**src/rtl/riscv_ctrl_pkg.sv**
```systemverilog
`timescale 1ns/1ps
`default_nettype none
// ============================================================================
// Module   : riscv_ctrl_pkg
// Purpose  : Shared encodings for the multicycle RV32I control unit.
// Revision : 1.0 - initial release
// ============================================================================
package riscv_ctrl_pkg;

  typedef enum logic [3:0] {
    FETCH    = 4'd0,
    DECODE   = 4'd1,
    MEMADR   = 4'd2,
    MEMREAD  = 4'd3,
    MEMWB    = 4'd4,
    MEMWRITE = 4'd5,
    EXECUTER = 4'd6,
    EXECUTEI = 4'd7,
    ALUWB    = 4'd8,
    BEQ      = 4'd9,
    JAL      = 4'd10,
    LUI      = 4'd11
  } ctrlState_t;

  localparam logic [6:0] c_OP_LOAD   = 7'b0000011;
  localparam logic [6:0] c_OP_STORE  = 7'b0100011;
  localparam logic [6:0] c_OP_RTYPE  = 7'b0110011;
  localparam logic [6:0] c_OP_ITYPE  = 7'b0010011;
  localparam logic [6:0] c_OP_BRANCH = 7'b1100011;
  localparam logic [6:0] c_OP_JAL    = 7'b1101111;
  localparam logic [6:0] c_OP_LUI    = 7'b0110111;

  localparam logic [1:0] c_ALUOP_ADD   = 2'b00;
  localparam logic [1:0] c_ALUOP_SUB   = 2'b01;
  localparam logic [1:0] c_ALUOP_FUNCT = 2'b10;

  localparam logic [2:0] c_ALU_ADD = 3'b000;
  localparam logic [2:0] c_ALU_SUB = 3'b001;
  localparam logic [2:0] c_ALU_AND = 3'b010;
  localparam logic [2:0] c_ALU_OR  = 3'b011;
  localparam logic [2:0] c_ALU_SLT = 3'b101;

  localparam logic [2:0] c_IMM_I = 3'b000;
  localparam logic [2:0] c_IMM_S = 3'b001;
  localparam logic [2:0] c_IMM_B = 3'b010;
  localparam logic [2:0] c_IMM_J = 3'b011;
  localparam logic [2:0] c_IMM_U = 3'b100;

  // Unsupported opcodes fall back to the I-format select.
  function automatic logic [2:0] immSrcFor(input logic [6:0] op);
    case (op)
      c_OP_STORE:  immSrcFor = c_IMM_S;
      c_OP_BRANCH: immSrcFor = c_IMM_B;
      c_OP_JAL:    immSrcFor = c_IMM_J;
      c_OP_LUI:    immSrcFor = c_IMM_U;
      default:     immSrcFor = c_IMM_I;
    endcase
  endfunction

endpackage
`default_nettype wire

```
**src/rtl/multicycle_controller_alu_decoder.sv**
```systemverilog
`timescale 1ns/1ps
`default_nettype none
// ============================================================================
// Module   : alu_decoder
// Purpose  : Combinational ALUOp/funct decode to the ALU operation select.
// Revision : 1.0 - initial release
// ============================================================================
module alu_decoder
  import riscv_ctrl_pkg::*;
(
  input  logic [1:0] aluOp,
  input  logic [2:0] funct3,
  input  logic       opb5,
  input  logic       funct7b5,
  output logic [2:0] aluControl
);

  always_comb begin
    aluControl = c_ALU_ADD;
    case (aluOp)
      c_ALUOP_SUB: aluControl = c_ALU_SUB;
      c_ALUOP_FUNCT: begin
        case (funct3)
          // Only R-type honours funct7b5; addi reuses the same funct3.
          3'b000:  aluControl = (opb5 & funct7b5) ? c_ALU_SUB : c_ALU_ADD;
          3'b010:  aluControl = c_ALU_SLT;
          3'b110:  aluControl = c_ALU_OR;
          3'b111:  aluControl = c_ALU_AND;
          default: aluControl = c_ALU_ADD;
        endcase
      end
      default: aluControl = c_ALU_ADD;
    endcase
  end

endmodule
`default_nettype wire

```
**src/rtl/multicycle_controller.sv**
```systemverilog
`timescale 1ns/1ps
`default_nettype none
// ============================================================================
// Module   : multicycle_controller
// Purpose  : Moore FSM control unit for the multicycle RV32I datapath.
// Revision : 1.0 - initial release
// ============================================================================
module multicycle_controller
  import riscv_ctrl_pkg::*;
(
  input  logic       clk,
  input  logic       rst_n,
  input  logic [6:0] op,
  input  logic [2:0] funct3,
  input  logic       funct7b5,
  input  logic       Zero,
  output logic       PCWrite,
  output logic       AdrSrc,
  output logic       MemWrite,
  output logic       IRWrite,
  output logic [1:0] ResultSrc,
  output logic [1:0] ALUSrcA,
  output logic [1:0] ALUSrcB,
  output logic [2:0] ALUControl,
  output logic [2:0] ImmSrc,
  output logic       RegWrite
);

  ctrlState_t r_state;
  ctrlState_t w_nextState;

  logic       w_pcUpdate;
  logic       w_branch;
  logic       w_taken;
  logic [1:0] w_aluOp;
  logic       w_irWrite;
  logic       w_regWrite;
  logic       w_memWrite;

  always_ff @(posedge clk or negedge rst_n) begin
    if (!rst_n) r_state <= FETCH;
    else        r_state <= w_nextState;
  end

  always_comb begin
    w_nextState = FETCH;
    w_pcUpdate  = 1'b0;
    w_branch    = 1'b0;
    w_aluOp     = c_ALUOP_ADD;
    w_irWrite   = 1'b0;
    w_regWrite  = 1'b0;
    w_memWrite  = 1'b0;
    AdrSrc      = 1'b0;
    ResultSrc   = 2'b00;
    ALUSrcA     = 2'b00;
    ALUSrcB     = 2'b00;
    case (r_state)
      FETCH: begin
        w_irWrite   = 1'b1;
        ALUSrcB     = 2'b10;
        ResultSrc   = 2'b10;
        w_pcUpdate  = 1'b1;
        w_nextState = DECODE;
      end
      DECODE: begin
        // Branch target is precomputed here while the register file reads.
        ALUSrcA = 2'b01;
        ALUSrcB = 2'b01;
        case (op)
          c_OP_LOAD, c_OP_STORE: w_nextState = MEMADR;
          c_OP_RTYPE:            w_nextState = EXECUTER;
          c_OP_ITYPE:            w_nextState = EXECUTEI;
          c_OP_BRANCH:           w_nextState = BEQ;
          c_OP_JAL:              w_nextState = JAL;
          c_OP_LUI:              w_nextState = LUI;
          default:               w_nextState = FETCH;
        endcase
      end
      MEMADR: begin
        ALUSrcA     = 2'b10;
        ALUSrcB     = 2'b01;
        w_nextState = (op == c_OP_STORE) ? MEMWRITE : MEMREAD;
      end
      MEMREAD: begin
        AdrSrc      = 1'b1;
        w_nextState = MEMWB;
      end
      MEMWB: begin
        ResultSrc   = 2'b01;
        w_regWrite  = 1'b1;
        w_nextState = FETCH;
      end
      MEMWRITE: begin
        AdrSrc      = 1'b1;
        w_memWrite  = 1'b1;
        w_nextState = FETCH;
      end
      EXECUTER: begin
        ALUSrcA     = 2'b10;
        w_aluOp     = c_ALUOP_FUNCT;
        w_nextState = ALUWB;
      end
      EXECUTEI: begin
        ALUSrcA     = 2'b10;
        ALUSrcB     = 2'b01;
        w_aluOp     = c_ALUOP_FUNCT;
        w_nextState = ALUWB;
      end
      ALUWB: begin
        w_regWrite  = 1'b1;
        w_nextState = FETCH;
      end
      BEQ: begin
        ALUSrcA     = 2'b10;
        w_aluOp     = c_ALUOP_SUB;
        w_branch    = 1'b1;
        w_nextState = FETCH;
      end
      JAL: begin
        ALUSrcA     = 2'b01;
        ALUSrcB     = 2'b10;
        w_pcUpdate  = 1'b1;
        w_nextState = ALUWB;
      end
      LUI: begin
        ResultSrc   = 2'b11;
        w_regWrite  = 1'b1;
        w_nextState = FETCH;
      end
      default: w_nextState = FETCH;
    endcase
  end

  always_comb begin
    w_taken = 1'b0;
    case (funct3)
      3'b000:  w_taken = Zero;
      3'b001:  w_taken = ~Zero;
      default: w_taken = 1'b0;
    endcase
  end

  // Enables are gated by rst_n so none can pulse while reset is held.
  assign PCWrite  = rst_n & (w_pcUpdate | (w_branch & w_taken));
  assign IRWrite  = rst_n & w_irWrite;
  assign RegWrite = rst_n & w_regWrite;
  assign MemWrite = rst_n & w_memWrite;

  assign ImmSrc = immSrcFor(op);

  alu_decoder u_aluDecoder (
    .aluOp      (w_aluOp),
    .funct3     (funct3),
    .opb5       (op[5]),
    .funct7b5   (funct7b5),
    .aluControl (ALUControl)
  );

endmodule
`default_nettype wire

```
**config.mk**
```make
export PLATFORM = sky130hd
export DESIGN_NAME = multicycle_controller
export DESIGN_NICKNAME = d
export VERILOG_FILES = /design/src/rtl/riscv_ctrl_pkg.sv /design/src/rtl/multicycle_controller_alu_decoder.sv /design/src/rtl/multicycle_controller.sv
export SDC_FILE = /design/constraint.sdc
export NUM_CORES = 1
export LEC_CHECK = 0
export BUFFER_PORTS_ARGS = -buffer_cell sky130_fd_sc_hd__buf_2
export CELL_PAD_IN_SITES_DETAIL_PLACEMENT = 1
export CELL_PAD_IN_SITES_GLOBAL_PLACEMENT = 1
export CORE_ASPECT_RATIO = 1.4
export CORE_UTILIZATION = 33
export CTS_CLUSTER_SIZE = 24
export DETAILED_ROUTE_END_ITERATION = 6
export PLACE_DENSITY = 0.75
export SETUP_SLACK_MARGIN = 0.1
export SLEW_MARGIN = 5
export SYNTH_ARGS = -nofsm -noshare
export SYNTH_HDL_FRONTEND = slang
export SYNTH_SLANG_ARGS = --single-unit
```
**constraint.sdc**
```tcl
create_clock -name clk -period 1.6 [get_ports clk]
set_input_delay 0.16 -clock clk [delete_from_list [all_inputs] [get_ports clk]]
set_output_delay 0.16 -clock clk [all_outputs]
set_load 0.02 [all_outputs]
```
== Word-level counts from Yosys, hierarchy flattened ==
Cells that the tools add are included.

* Register bits: 4
* Output and inout bits: 17
* Logic and storage cells: 62

* Equal/unequal tests: 24
* Muxes and demuxes: 18
* Bitwise gates (word level): 8
* Reduce and logical (&&, ||, !) cells: 11

{| class="wikitable"
|+ Operators with widths
! cell !! count
|-
| one-hot mux 3 bit (4 select lines) || 2
|-
| one-hot mux 4 bit (6 select lines) || 1
|-
| == test 7 x 6 -> 1 bit, second input constant || 3
|-
| one-hot mux 4 bit (5 select lines) || 1
|-
| == test 4 x 3 -> 1 bit, second input constant || 4
|-
| == test 4 bit, second input constant || 4
|-
| == test 7 bit, second input constant || 2
|-
| one-hot mux 2 bit (2 select lines) || 3
|-
| OR reduction 2 bit || 5
|-
| OR reduction 3 bit || 3
|-
| == test 4 x 2 -> 1 bit, second input constant || 2
|-
| == test 7 x 2 -> 1 bit, second input constant || 1
|-
| == test 7 x 5 -> 1 bit, second input constant || 1
|-
| two-way mux 1 bit || 7
|-
| bitwise AND 1 bit || 6
|-
| == test 3 bit, second input constant || 2
|-
| one-hot mux 2 bit (3 select lines) || 1
|-
| one-hot mux 3 bit (2 select lines) || 1
|-
| == test 4 x 1 -> 1 bit, second input constant || 1
|-
| zero test 4 bit || 1
|-
| OR reduction 4 bit || 1
|-
| == test 3 x 1 -> 1 bit, second input constant || 1
|-
| == test 3 x 2 -> 1 bit, second input constant || 1
|-
| zero test 3 bit || 1
|-
| other kinds (6) || 6
|}

== Logic depth before layout (Yosys ltp) ==
* Word-level depth: 5
* Mapped depth: 7

== By module ==
A second synthesis with hierarchy kept.

* Cells, all modules: 98
* Area, all modules: 773.2 µm²

{| class="wikitable"
|+ By module, submodules not included
! module !! instances !! cells each !! area each (µm²) !! seq. area each (µm²)
|-
| multicycle_controller || 1 || 87 || 676.9 || 100.1
|-
| alu_decoder || 1 || 11 || 96.3 || 0.0
|}

== Worst setup path before layout ==
Ideal clock, no wire load.

* Path kind: flip-flop to output port
* From: register r_state[3]
* To: output ALUControl[1]
* Data arrival time: 1.682 ns
* Data required time: 1.440 ns
* Setup slack: -0.242 ns
* Stages on the path, launching flop included: 6
* Cells stage by stage: dfrtp_1 -> and2b_4 -> and2_1 -> inv_1 -> ha_1 -> nor3b_1

* Cells in the longest elaborated chain, start to end: 5
* Elaborated cells between the ends (all ways): 8

{| class="wikitable"
|+ RTL lines
! element !! line !! source
|-
| start, declared || multicycle_controller.sv:29 || <nowiki>ctrlState_t r_state;</nowiki>
|-
| start signal, assigned || multicycle_controller.sv:42 || <nowiki>else r_state <= w_nextState;</nowiki>
|-
| == test 4 x 3 -> 1 bit || multicycle_controller.sv:57 || <nowiki>case (r_state)</nowiki>
|-
| OR reduction 2 bit (no source line) || n/a ||
|-
| one-hot mux 2 bit (2 select lines) * || multicycle_controller.sv:57 ||
|-
| == test 2 bit or == test 2 x 1 -> 1 bit (tied branches) || multicycle_controller_alu_decoder.sv:20 || <nowiki>case (aluOp)</nowiki>
|-
| one-hot mux 3 bit (2 select lines) * || multicycle_controller_alu_decoder.sv:20 ||
|-
| end, declared || multicycle_controller.sv:24 || <nowiki>output logic [2:0] ALUControl,</nowiki>
|}

Mark *: on every way between the ends. The rest lies on a longest branch, timed or not.

== Worst setup path in the final report ==
* From: register r_state[3]
* To: output ALUControl[0]

The elaborated chain is that of the path after synthesis.

==> implementation parameters <==
Parameter                              Value

Synth
  Flop and latch count out of synthesis ... 4
  Share of the yosys chip area belonging to registers ... 13.03%
  Combined area of all synthesized cells ... 768.2 um^2
  Count of flip-flops with a built-in enable after synthesis ... 0
  Most used DFF post-synth ... dfrtp_1
  Number of instances in the synthesized netlist ... 100
  Synth warnings ... 0
  Per-instance average area after synthesis ... 7.682 um^2
  Distinct cells, synth ... 40
  Share of flip-flops with an asynchronous set or reset ... 100.0%
  Syn nets ... 116

Layout
  Fraction of layout cells with a size suffix above 1 ... 57.14%
  Non-filler instance count after layout ... 155
  Diode count ... 0
  Design area ... 1156 um^2
  Registers with the highest flip-flop counts ... r_state: 4 flops
  Net count, final ... 151
  Top register by number of flip-flops ... r_state
  Sequential standard cell area ... 102.6 um^2
  Area occupied by multi-input gates ... 694.4 um^2
  Synthesis-to-finish area growth ... 50.49%
  Max reg flops ... 4
  # fillers ... 267

Timing
  Worst Max-Slew Pin Slew ... 0.3108 ns
  Rel. slew slack ... 79.11%
  Final critical-path share of the clock period ... 112.2%
  Fmax ... 557.2 MHz
  Final setup margin ... -0.1948 ns
  RSZ-0062 raised after global routing ... yes
  Min Hold Slack ... 0.2325 ns
  Count of endpoints failing hold in the final timing report ... 0
  Count of final max-slew check failures ... 0
  Final setup violation count ... 5
  Skew final ... 0.007147 ns
  Minimum period implied by the final worst setup slack ... 1.795 ns

Setup path
  CP max stage cell ... dfrtp_1
  Crit path max fanout ... 2
  Sequence of cells on the critical path ... and2b_4 > and2_4 > ha_4 > nor2b_1 > o21ai_1 > a21oi_2 > buf_4
  Crit Path Category ... flop to output pin
  Sum of buffers and inverters on the critical path ... 1
  Nature of the critical path endpoint ... output pin
  Worst path arrival time ... 1.63 ns
  Required arrival time at the worst endpoint ... 1.44 ns
  Worst path max stage delay ... 0.37 ns
  Family of cells with the greatest summed delay on the critical path ... simple AND/OR/NAND/NOR gates
  Worst setup SP type ... flop

Floorplanning
  Placeable core region ... 2177 um^2
  Number of top-level pins ... 31
  Die Footprint ... 2528 um^2
  Die height ... 59.09 um
  Initial Utilization ... 35.29%
  Die width ... 42.78 um
  Number of core rows ... 20

Place
  Port Buffer Count ... 30
  Final RePlAce weighted congestion ... 0.7152
  Number of placed cells counting well taps ... 147
  DP Wirelength ... 1738 um
  Post-place setup slack ... 0.00007805 ns
  Area of placed instances ... 937.1 um^2

Global routing
  Grt ovf ... 0
  Maximum number of pins on one net before global-route repair ... 16
  Antenna violations before repair ... 0
  First-pass GRT wire length ... 3801 um
  Via count of the first global-routing pass ... 908
  Total global routing track utilization ... 19.51%

Detailed routing
  Ratio of routed vias to standard cells ... 5.606
  DRC violation count after routing ... 0
  Routed WL per cell ... 15.88 um
  Detail Route Antenna Nets ... 0
  Number of iterations in the first detailed-routing pass ... 3
  Detailed Route Iter0 Violations ... 5
  Wire length reported by the detailed router ... 2461 um
  Vias post-DR ... 869

Clocking
  Number of levels the H-tree was split into ... 1
  Root buffer cell ... clkbuf_4
  Number of buffers between clock root and the deepest sink ... 2
  Cts bufs inserted ... 3
  Number of clock sinks seen by CTS ... 4
  Clock tree from TritonCTS ... yes
  Skew-Pair Late Insertion Delay ... 0.25 ns
  Clock-pin slew reported for the worst setup and hold paths after clock tree synthesis ... 0.04 ns

Pwr
  Share of power burned in the clock network ... 8.5%
  VDD IR max ... 521.2 uV
  Power density of the placed cells ... 1373 nW/um^2
  Net switching component of the power ... 799.8 uW
  Comb power frac ... 79.5%
  Leakage power total ... 0.0005196 uW
  Internal power ... 787.3 uW
  Reg power frac ... 12.0%
  Switching part of the total power ... 50.39%

Run status
  Violated checks ... negative setup slack
  Result of the run ... finished, violations left

Flow run
  # Max-Cap Violations ... 0

Worst hold path
  Hold Crit Class ... input port to flop
routing by layer:
metal  part of all wire, %  GRT usage, %  vias up
li1                      -             -      430
met1                    39         20.75      414
met2                    56         38.96       21
met3                   3.0         1.829        4
met4                   1.7         6.250        0
met5                     0             0        -
power by group through the flow:
stage / Combinational (uW) / Clock, uW / Sequential [uW]
after global routing: 1340 / 143 / 196
after detailed placement: 958 / 0 / 177
final: 1260 / 135 / 191
after CTS: 1140 / 129 / 186
after global placement: 920 / 0 / 175
after floorplan: 731 / 0 / 176
metrics by stage:
step	util [%]	TNS, ns	power (uW)
2_1_floorplan	-	0	906.4
3_3_place_gp	43.05	0	1095
3_5_place_dp	43.05	0	1135
4_1_cts	49.94	-0.5090	1451
5_1_grt	53.10	-1.042	1681
6_report	53.10	-0.6756	1587
logic make-up (layout without fill, tap and decap cells):
family                   Yosys count  after routing  synth area share [%]
AND/OR/NAND/NOR                   57             57                 50.98
adder cells (fa/ha/maj)            2              2                 3.257
flip-flops                         4              4                 13.03
buffers and inverters             14             47                 12.54
AO/OA/AOI/OAI                     19             19                 15.64
XOR/XNOR                           4              4                 4.561
final timing paths:
check                                 from       endpoint  slack [ns]  depth (start not counted)
worst max-delay path            r_state[3]  ALUControl[0]       -0.19                          7
worst min-delay path                 op[5]     r_state[0]        0.23                          3
worst max register to register  r_state[2]     r_state[3]        0.28                          5
worst min register to register  r_state[3]     r_state[2]        0.62                          2
max in group asynchronous            rst_n     r_state[0]        1.14                          2
min in group asynchronous            rst_n     r_state[1]        0.28                          2
worst min-delay path: stages:
cell and delay (ns):
buf_2 0.13, o21ai_0 0.07, a21oi_1 0.07
cells in the mapped netlist (3+ instances only):
cell / count / area, um^2
nor3_1: 4 / 20.02
buf_4: 3 / 22.52
inv_1: 4 / 15.01
nand3_1: 7 / 35.03
and3_1: 3 / 18.77
buf_6: 4 / 45.04
dfrtp_1: 4 / 100.1
o21ai_0: 6 / 30.03
nor2_1: 5 / 18.77
nand2_1: 11 / 41.29
xnor2_1: 3 / 26.28
nor2b_1: 4 / 25.02
nor3b_1: 5 / 37.54
a21oi_1: 6 / 30.03
layout by cell type, fill, tap and decap left out, drive strengths merged:
cell type    instances
a211oi               2
a21boi               1
a21oi                6
a311oi               1
and2                 1
and2b                2
and3                 3
and3b                4
and4                 1
and4b                1
and4bb               1
buf                 38
clkbuf               3
dfrtp                4
dlygate4sd3          1
ha                   2
inv                  5
nand2               11
nand3                7
nand4                2
nand4bb              1
nor2                 6
nor2b                4
nor3                 4
nor3b                5
nor4                 2
nor4b                2
o2111ai              1
o211ai               1
o21a                 1
o21ai                6
xnor2                3
xor2                 1
what timing repair did:
item | CTS | global route
endpoints found under the hold margin | 4 | 0
buffers inserted | 3 | 2
hold buffers | 1 | 0
setup endpoints to repair | 14 | 14
resized for setup | 29 | 20
pin swaps | 2 | 4
area by class of cell:
| class | instances | share of cell area (%) |
|---|---|---|
| clock buffers | 3 | 1.948 |
| inverters | 5 | 2.273 |
| multi-input cells | 82 | 60.06 |
| flip-flops and latches | 4 | 8.874 |
| well taps | 22 | 2.381 |
| repair buffers | 39 | 24.46 |
Power figures use the tool's default switching activity.
